### src/rtl/axis_pkt_gen_pkg.sv
// Shared types for the AXI4-Stream packet generator: FSM states and
// data pattern mode encodings.
package axis_pkt_gen_pkg;

  typedef enum logic [1:0] {
    IDLE = 2'd0,
    SEND = 2'd1,
    GAP  = 2'd2,
    FIN  = 2'd3
  } state_e;

  localparam logic [1:0] MODE_INC   = 2'd0;
  localparam logic [1:0] MODE_TAG   = 2'd1;
  localparam logic [1:0] MODE_CONST = 2'd2;

endpackage

### src/rtl/axis_pkt_gen.sv
// AXI4-Stream packet generator: emits cfg_num_pkts packets of cfg_len beats
// with a programmable idle gap, data pattern and abort-at-boundary support.
module axis_pkt_gen
  import axis_pkt_gen_pkg::*;
#(
  parameter int DATA_WIDTH = 32,
  parameter int LEN_WIDTH  = 16
) (
  input  logic                  axi_clk,
  input  logic                  axi_reset,
  input  logic                  start,
  input  logic                  abort,
  input  logic [LEN_WIDTH-1:0]  cfg_len,
  input  logic [LEN_WIDTH-1:0]  cfg_num_pkts,
  input  logic [LEN_WIDTH-1:0]  cfg_gap,
  input  logic [1:0]            cfg_mode,
  input  logic [DATA_WIDTH-1:0] cfg_seed,
  output logic                  m_axis_valid,
  output logic [DATA_WIDTH-1:0] m_axis_data,
  output logic                  m_axis_last,
  input  logic                  m_axis_ready,
  output logic                  busy,
  output logic                  done,
  output logic [31:0]           beat_count
);

  localparam int HALF = DATA_WIDTH / 2;

  state_e                state_q;
  logic [LEN_WIDTH-1:0]  len_q, num_q, gap_q, gap_cnt_q;
  logic [LEN_WIDTH-1:0]  beat_q, pkt_q;
  logic [1:0]            mode_q;
  logic [DATA_WIDTH-1:0] seed_q, run_q;
  logic                  abort_q;
  logic                  valid_q, last_q, busy_q, done_q;
  logic [DATA_WIDTH-1:0] data_q;
  logic [31:0]           beat_count_q;

  logic [LEN_WIDTH-1:0]  nxt_beat_d, nxt_pkt_d, start_len_d;
  logic [DATA_WIDTH-1:0] nxt_run_d, nxt_data_d;
  logic                  nxt_last_d, hs, final_pkt;

  function automatic logic [DATA_WIDTH-1:0] pattern(
    input logic [1:0]            mode,
    input logic [DATA_WIDTH-1:0] seed,
    input logic [DATA_WIDTH-1:0] run,
    input logic [LEN_WIDTH-1:0]  pkt,
    input logic [LEN_WIDTH-1:0]  beat
  );
    logic [DATA_WIDTH-1:0] res;
    case (mode)
      MODE_TAG:   res = {HALF'(pkt), HALF'(beat)};
      MODE_CONST: res = seed;
      default:    res = seed + run;
    endcase
    return res;
  endfunction

  assign hs          = valid_q & m_axis_ready;
  assign final_pkt   = (pkt_q == num_q - LEN_WIDTH'(1));
  assign start_len_d = (cfg_len == '0) ? LEN_WIDTH'(1) : cfg_len;

  // Precompute the beat that follows the current one so the output
  // registers can be loaded directly on the handshake edge.
  always_comb begin
    nxt_beat_d = beat_q + LEN_WIDTH'(1);
    nxt_pkt_d  = pkt_q;
    if (last_q) begin
      nxt_beat_d = '0;
      nxt_pkt_d  = pkt_q + LEN_WIDTH'(1);
    end
    nxt_run_d  = run_q + DATA_WIDTH'(1);
    nxt_last_d = (nxt_beat_d == len_q - LEN_WIDTH'(1));
    nxt_data_d = pattern(mode_q, seed_q, nxt_run_d, nxt_pkt_d, nxt_beat_d);
  end

  always_ff @(posedge axi_clk or posedge axi_reset) begin
    if (axi_reset) begin
      state_q      <= IDLE;
      len_q        <= '0;
      num_q        <= '0;
      gap_q        <= '0;
      gap_cnt_q    <= '0;
      beat_q       <= '0;
      pkt_q        <= '0;
      mode_q       <= MODE_INC;
      seed_q       <= '0;
      run_q        <= '0;
      abort_q      <= 1'b0;
      valid_q      <= 1'b0;
      last_q       <= 1'b0;
      busy_q       <= 1'b0;
      done_q       <= 1'b0;
      data_q       <= '0;
      beat_count_q <= '0;
    end else begin
      done_q <= 1'b0;
      case (state_q)
        IDLE: begin
          if (start) begin
            len_q        <= start_len_d;
            num_q        <= cfg_num_pkts;
            gap_q        <= cfg_gap;
            mode_q       <= cfg_mode;
            seed_q       <= cfg_seed;
            beat_q       <= '0;
            pkt_q        <= '0;
            run_q        <= '0;
            abort_q      <= 1'b0;
            beat_count_q <= '0;
            busy_q       <= 1'b1;
            if (cfg_num_pkts == '0) begin
              state_q <= FIN;
            end else begin
              state_q <= SEND;
              valid_q <= 1'b1;
              data_q  <= pattern(cfg_mode, cfg_seed, '0, '0, '0);
              last_q  <= (start_len_d == LEN_WIDTH'(1));
            end
          end
        end
        SEND: begin
          if (abort) abort_q <= 1'b1;
          if (hs) begin
            beat_count_q <= beat_count_q + 32'd1;
            beat_q       <= nxt_beat_d;
            pkt_q        <= nxt_pkt_d;
            run_q        <= nxt_run_d;
            data_q       <= nxt_data_d;
            last_q       <= nxt_last_d;
            // Packet boundary: finish, idle for the gap, or run straight on.
            if (last_q) begin
              if (final_pkt || abort_q || abort) begin
                state_q <= FIN;
                valid_q <= 1'b0;
                last_q  <= 1'b0;
              end else if (gap_q != '0) begin
                state_q   <= GAP;
                gap_cnt_q <= gap_q;
                valid_q   <= 1'b0;
              end
            end
          end
        end
        GAP: begin
          if (abort || abort_q) begin
            state_q <= FIN;
            last_q  <= 1'b0;
          end else if (gap_cnt_q == LEN_WIDTH'(1)) begin
            state_q <= SEND;
            valid_q <= 1'b1;
          end else begin
            gap_cnt_q <= gap_cnt_q - LEN_WIDTH'(1);
          end
        end
        FIN: begin
          done_q  <= 1'b1;
          busy_q  <= 1'b0;
          abort_q <= 1'b0;
          state_q <= IDLE;
        end
        default: state_q <= IDLE;
      endcase
    end
  end

  assign m_axis_valid = valid_q;
  assign m_axis_data  = data_q;
  assign m_axis_last  = last_q;
  assign busy         = busy_q;
  assign done         = done_q;
  assign beat_count   = beat_count_q;

endmodule

### config.mk
export PLATFORM = sky130hd
export DESIGN_NAME = axis_pkt_gen
export DESIGN_NICKNAME = d
export VERILOG_FILES = /design/src/rtl/axis_pkt_gen_pkg.sv /design/src/rtl/axis_pkt_gen.sv
export SDC_FILE = /design/constraint.sdc
export NUM_CORES = 1
export LEC_CHECK = 0
export BUFFER_PORTS_ARGS = -buffer_cell sky130_fd_sc_hd__buf_2
export CAP_MARGIN = 20
export CORE_ASPECT_RATIO = 1.5
export CORE_MARGIN = 2
export CORE_UTILIZATION = 45
export CTS_CLUSTER_DIAMETER = 200
export DETAILED_ROUTE_END_ITERATION = 8
export HOLD_SLACK_MARGIN = 0.03
export PLACE_DENSITY_LB_ADDON = 0.2
export SYNTH_ARGS = -nofsm -noshare
export SYNTH_HDL_FRONTEND = slang
export SYNTH_SLANG_ARGS = --single-unit
### constraint.sdc
create_clock -name axi_clk -period 9 [get_ports axi_clk]
set_input_delay 1.35 -clock axi_clk [delete_from_list [all_inputs] [get_ports axi_clk]]
set_output_delay 1.35 -clock axi_clk [all_outputs]
set_load 0.01 [all_outputs]
==> results of run 1 <==
## power by group
group | internal [mW] | switching [mW]
sequential | 1.39 | 0.342
clock | 0.673 | 0.442
combinational | 1.00 | 1.46
## cell type report
class | instances | area [um^2] | area share [%]
multi-input combinational | 1244 | 8376 | 50.15
timing repair buffer | 172 | 925.9 | 5.544
clock inverter | 10 | 153.9 | 0.9215
tap | 415 | 519.2 | 3.109
inverter | 44 | 172.7 | 1.034
sequential | 233 | 5831 | 34.91
clock buffer | 35 | 723.2 | 4.330
## sequential cells by signal, summed over array words and instances, names as in the netlist
register      flops
abort_q           1
beat_count       32
beat_q           16
busy              1
done              1
gap_cnt_q        16
gap_q            16
len_q            16
m_axis_data      32
m_axis_last       1
m_axis_valid      1
mode_q            2
num_q            16
pkt_q            16
run_q            32
seed_q           32
state_q           2
## synthesized netlist by cell type, drive strengths merged (42+ instances only)
master and n:
xnor2 82, nand3 49, nand2 156, nor2 120
xor2 53, clkbuf 77, ha 45, o21ai 125
inv 42, dfrtp 233, mux2 82, a21oi 109
## metal layers
layer  wire (um)  GRT usage, %  share of wire, %  vias to the layer above
li1            -             -                 -                     6131
met5           0             0                 0                        -
met4        1120         7.658               2.8                        0
met1       16960         30.05                42                     6217
met3        1874         3.178               4.6                       62
met2       20540         41.82                51                      323
## cells by family after synthesis
logic type                 count (synthesis)  synth area share [%]
AOI/OAI and AO/OA                        445                 19.85
and+or+nand+nor                          529                 18.15
DFF                                      233                 39.77
buffers and inverters                    129                 3.406
adders and majority gates                 46                 3.977
xor gates and xnor gates                 135                 8.066
muxes                                     89                 6.777
## per-stage QoR
stage | setup slack, ns | power, mW | utilization [%] | hold WS (ns)
after floorplan | 1.260 | 3.473 | - | 0.4774
after global placement | 4.303 | 4.146 | 48.86 | 0.4562
after detailed placement | 4.248 | 4.209 | 48.95 | 0.4649
after CTS | 4.197 | 5.344 | 51.66 | 0.4785
after global routing | 3.850 | 5.705 | 51.66 | 0.5006
final | 4.096 | 5.308 | 51.66 | 0.4748
## final timing paths
check,cells past startpoint,end,startpoint
max,15,m_axis_data[31],run_q[0]
min,2,m_axis_data[6],m_axis_data[6]
max reg2reg,15,m_axis_data[31],run_q[0]
min reg2reg,2,m_axis_data[6],m_axis_data[6]
max in group asynchronous,3,pkt_q[6],axi_reset
min in group asynchronous,2,m_axis_data[11],axi_reset
## worst max-delay path, stage by stage (launching register included)
cell,delay (ns)
dfrtp_1,0.44
ha_1,0.25
and3_1,0.22
nand4_1,0.26
nor3_1,0.51
nand2_1,0.14
xnor2_1,0.22
ha_1,0.36
a21o_1,0.21
a31o_2,0.21
a2111oi_0,0.77
nand2_1,0.25
a31oi_1,0.38
o311ai_0,0.23
xnor2_1,0.19
o221ai_1,0.12
==> summary.md, run 1 <==
| Metric | Value |
|---|---|
| Status | `completed` |
| Post-CTS Resized | `0` |
| Fin crit period | `a little under 5 ns` |
| Detail Placement HPWL | `~29000 um` |
| Hold Fails Final Rpt | `0` |
| Setup TNS | `0 ns` |
| Initial Util | `45.34%` |
| WL final | `slightly above 40000 um` |
| Clk pin slew, worst setup/hold paths | `0.06 ns` |
| DR vias/cell | `5.914` |
| Clock sinks | `233` |
| Max cap viols | `0` |
| Synthesized area per cell | `9.128 um^2` |
| Detail Route Antenna Nets | `0` |
| Number of flops mapped to enable cells by yosys | `0` |
| Sequential share of the synthesized area | `39.77%` |
| Layout area overhead | `13.93%` |
| Initial DRC count | `764` |
| H-tree levels | `1` |
| Final Wtd Congestion | `0.9058` |
| Fillers | `3034` |
| CP arrival | `between 5 and 6 ns` |
| Fin Clk Skew | `0.01411 ns` |
| Commonest non-fill, non-tap cell in the layout | `dfrtp_1` |
| Largest net degree at the start of global routing | `117` |
| Total GRT Usage | `roughly a quarter` |
| Post-Syn Nets | `approximately 1.7k` |
| Reg2Reg Setup Slack | `4.10 ns` |
| Worst-margin pin slew | `0.8962 ns` |
| I/O pin count | `about 160` |
| Worst VDD drop | `0.1970 mV` |
| I/O Buffers | `154` |
| Mapped Area | `14660 um^2` |
| Required @ worst endpoint | `approximately 9.4 ns` |
| Synth Flop Type | `dfrtp_1` |
| Post-route cell area | `16700 um^2` |
| RSZ-0062 raised after global routing | `false` |
| Nets | `1853` |
| CP max FO | `7` |
| Share of cells above drive strength 1 | `18.70%` |
| Fmax | `approximately 0.2 GHz` |
| Clock root buffer | `clkbuf_16` |
| Element type at the critical path end | `flop` |
| Min-delay worst type | `flop to flop` |
| Slew Limit Fails | `0` |
| CTS tree | `built` |
| Post-synth top area cell | `dfrtp_1` |
| Pwr/cell area | `317.8 nW/um^2` |
| Die height | `approximately 230 um` |
| GRT Residual Overflow | `0` |
| Slew headroom | `38.71%` |
| Static Leak | `around 7.3 nW` |
| # hold bufs at CTS | `0` |
| Final Non-Filler Cells | `between 2k and 2.5k` |
| Syn Inst Count | `~1.6k` |
| CP Class | `flop to flop` |
| Post-CTS setup repair buffer count | `0` |
| DP Area | `15820 um^2` |
| Warning count from the yosys run | `0` |
| Post-Place Cells | `2108` |
| Async S/R FF share, synth | `100.0%` |
| Diodes inserted | `0` |
| Most area-consuming cells after synthesis | `dfrtp_1 (40%), mux2_2 (6.3%), xnor2_1 (4.9%)` |
| FF+latch count, synth | `233` |
| First-pass GRT wire length | `between 60000 and 70000 um` |
| Die area | `34060 um^2` |
| Clock latency on the worst-skew pair | `0.54 ns` |
| Row count | `81` |
| CORE AREA | `32330 um^2` |
| Yosys top cell area share | `39.77%` |
| DRT Pass-1 Iters | `6` |
| Final setup viols | `0` |
| DRC | `0` |
| Horiz. Die Dim | `151.4 um` |
| Fin crit share | `54.49%` |
| Vias | `12.73k` |
| Inserted Clock Buffers | `25` |
| Most frequent cells in the layout | `dfrtp_1 (233), nand2_1 (155), buf_2 (154)` |
| Initial antenna violation count | `0` |
| Vias in the first global route | `around 13k` |
| CTS max path bufs | `3` |
| Drt wl/cell | `18.81 um` |
| Worst Setup Start Kind | `flop` |
| Post-synthesis cell type count | `80` |
No activity file was read; power rests on OpenSTA's default activity.
==> run 2: changes to the inputs <==
==> constraint.sdc (replaced) <==
create_clock -name axi_clk -period 4.1 [get_ports axi_clk]
set_input_delay 0.615 -clock axi_clk [delete_from_list [all_inputs] [get_ports axi_clk]]
set_output_delay 0.615 -clock axi_clk [all_outputs]
set_load 0.01 [all_outputs]
==> run 2 against run 1 <==
  * Via count rose by 0.16%
  * Sequential cell count is the same
  * Combinational power grew 120%
  * Worst setup slack got worse by 3.8 ns
  * Final cell count grew 1.3%
  * Fmax increased by 28%
  * Sequential share of layout area is 0.50 points lower
  * Register-to-register slack got worse by 3.8 ns
  * Critical path depth is 3 higher
  * Sequential power grew 120%
  * Core utilization is 0.75 points higher
  * Total power is 120% higher
  * Largest power group unchanged
  * Highest routed layer unchanged
==> summary.md, run 2 (synthesis gave the netlist of run 1 again) <==
| Metric | Value |
|---|---|
| Nets | `1881 (+1.5%)` |
| Area occupied by multi-input gates | `8404 um^2 (+0.34%)` |
| GRT Residual Overflow | `0 (unchanged)` |
| Hold Fails Final Rpt | `0 (unchanged)` |
| CORE AREA | `32330 um^2 (unchanged)` |
| Clock root buffer | `clkbuf_16` |
| Commonest non-fill, non-tap cell in the layout | `dfrtp_1` |
| I/O Buffers | `154 (unchanged)` |
| Required @ worst endpoint | `4.54 ns (-4.85 ns)` |
| # hold bufs at CTS | `0 (unchanged)` |
| Static Leak | `7.420 nW (+2.1%)` |
| CP max FO | `5 (-2)` |
| DRT Pass-1 Iters | `5 (-1)` |
| Fillers | `3024 (-0.33%)` |
| Clock latency on the worst-skew pair | `0.55 ns (about the same)` |
| Max cap viols | `0 (unchanged)` |
| Clock sinks | `233 (unchanged)` |
| CP arrival | `4.27 ns (-1.02 ns)` |
| Worst Setup Start Kind | `flop` |
| WHS | `0.2048 ns (-0.2700 ns)` |
| Horiz. Die Dim | `151.4 um (unchanged)` |
| CP Class | `flop to flop` |
| Vias | `12.75k (+0.16%)` |
| Slew headroom | `42.56% (+3.9 points)` |
| Worst Slack Setup Final | `0.2668 ns (-3.830 ns)` |
| Die area | `34060 um^2 (unchanged)` |
| Initial Util | `45.34% (unchanged)` |
| CTS max path bufs | `3 (unchanged)` |
| CTS tree | `built` |
| Final Wtd Congestion | `0.9291 (+2.6%)` |
| DRC | `0 (unchanged)` |
| DR vias/cell | `5.847 (-1.1%)` |
| Vias in the first global route | `12.51k (-0.16%)` |
| Initial antenna violation count | `0 (unchanged)` |
| Largest net degree at the start of global routing | `138 (+18%)` |
| Min-delay worst type | `primary input to asynchronous set/reset pin` |
| Die height | `225.1 um (unchanged)` |
| Status | `completed` |
| Element type at the critical path end | `flop` |
| Most frequent cells in the layout | `dfrtp_1 (233), nand2_1 (155), buf_2 (154)` |
| Total GRT Usage | `23.94% (+0.13 points)` |
| Initial DRC count | `881 (+15%)` |
| Inserted Clock Buffers | `27 (+8.0%)` |
| Worst-margin pin slew | `0.8376 ns (-0.05860 ns)` |
| Fin util | `52.41% (+0.75 points)` |
| Fin crit period | `3.833 ns (-1.070 ns)` |
| Layout area overhead | `15.59%` |
| Power Total | `11.77 mW (+120%)` |
| Pwr/cell area | `694.9 nW/um^2 (+120%)` |
| Worst VDD drop | `0.4668 mV (+140%)` |
| H-tree levels | `1 (unchanged)` |
| Detail Route Antenna Nets | `0 (unchanged)` |
| Drt wl/cell | `18.76 um (-0.28%)` |
| Row count | `81 (unchanged)` |
| Final setup viols | `0 (unchanged)` |
| Fin crit share | `93.49% (+39 points)` |
| Diodes inserted | `0 (unchanged)` |
| Detail Placement HPWL | `29530 um (+2.0%)` |
| RSZ-0062 raised after global routing | `true` |
| Pre-CTS WS | `0.08359 ns (-4.165 ns)` |
| Fmax | `0.2609 GHz (+28%)` |
| Share of cells above drive strength 1 | `20.33% (+1.6 points)` |
| WL final | `40910 um (+1.0%)` |
| I/O pin count | `155 (unchanged)` |
| First-pass GRT wire length | `65270 um (-0.12%)` |
| Slew Limit Fails | `0 (unchanged)` |
| Clk pin slew, worst setup/hold paths | `0.06 ns (about the same)` |
| Fin Clk Skew | `0.01358 ns (-0.0005341 ns)` |
| Register Area | `5831 um^2 (unchanged)` |
-- run 2: final cells by class --
cell class	instances	area share, %
multi-input combinational	1244	49.60
timing repair buffer	198	6.646
inverter	44	0.9969
sequential	233	34.41
clock buffer	35	4.460
tap	415	3.065
clock inverter	12	0.8197
-- run 2: power breakdown --
group	leakage, nW	internal [mW]	total, mW	switching, mW
Combinational	4.01	2.25	5.49	3.24
Clock	0.450	1.48	2.46	0.988
Sequential	2.96	3.05	3.82	0.772
Total	7.42	6.78	11.8	5.00
-- run 2: per-stage QoR --
step | instance area [um^2] | TNS, ns | cells
after floorplan | 14660 | 0 | 1606
after global placement | 16000 | 0 | 2131
after detailed placement | 16000 | 0 | 2131
after CTS | 16890 | 0 | 2178
after global routing | 16940 | -0.04107 | 2181
final | 16940 | 0 | 2181
-- run 2: per-layer routing --
metal | vias to the layer above | share of wire (%) | global-route usage (%)
li1 | 6184 | - | -
met1 | 6226 | 42 | 29.82
met2 | 275 | 51 | 42.07
met3 | 68 | 4.5 | 3.259
met4 | 0 | 3.2 | 8.472
met5 | - | 0 | 0
-- run 2: timing repair --
item,4_1_cts,5_1_grt
setup endpoints to repair,0,6
resized for setup,0,7
setup buffers,0,3
-- run 2: critical path: stages, from the launching register on --
cell and delay [ns]:
dfrtp_1 0.41, ha_1 0.23, and3_1 0.23, nand4_1 0.13
nor3_1 0.21, buf_4 0.16, and2_0 0.16, nand2_1 0.10
nor2_1 0.13, xor2_1 0.23, ha_1 0.32, a21oi_2 0.18
o21bai_1 0.10, a221o_1 0.37, a31oi_2 0.20, buf_4 0.15
xnor2_1 0.10, nor2_1 0.06, o41ai_1 0.24
-- run 2: path summary, 6_finish.rpt --
check | startpoint | endpoint | slack (ns) | depth (start not counted)
setup / recovery | run_q[0] | m_axis_data[27] | 0.27 | 18
hold / removal | axi_reset | m_axis_data[7] | 0.20 | 3
setup reg to reg | run_q[0] | m_axis_data[27] | 0.27 | 18
min in group axi_clk | cfg_gap[14] | gap_q[14] | 0.30 | 2
hold reg to reg | m_axis_data[1] | m_axis_data[1] | 0.48 | 2
max in group asynchronous | axi_reset | beat_count[6] | 3.14 | 3
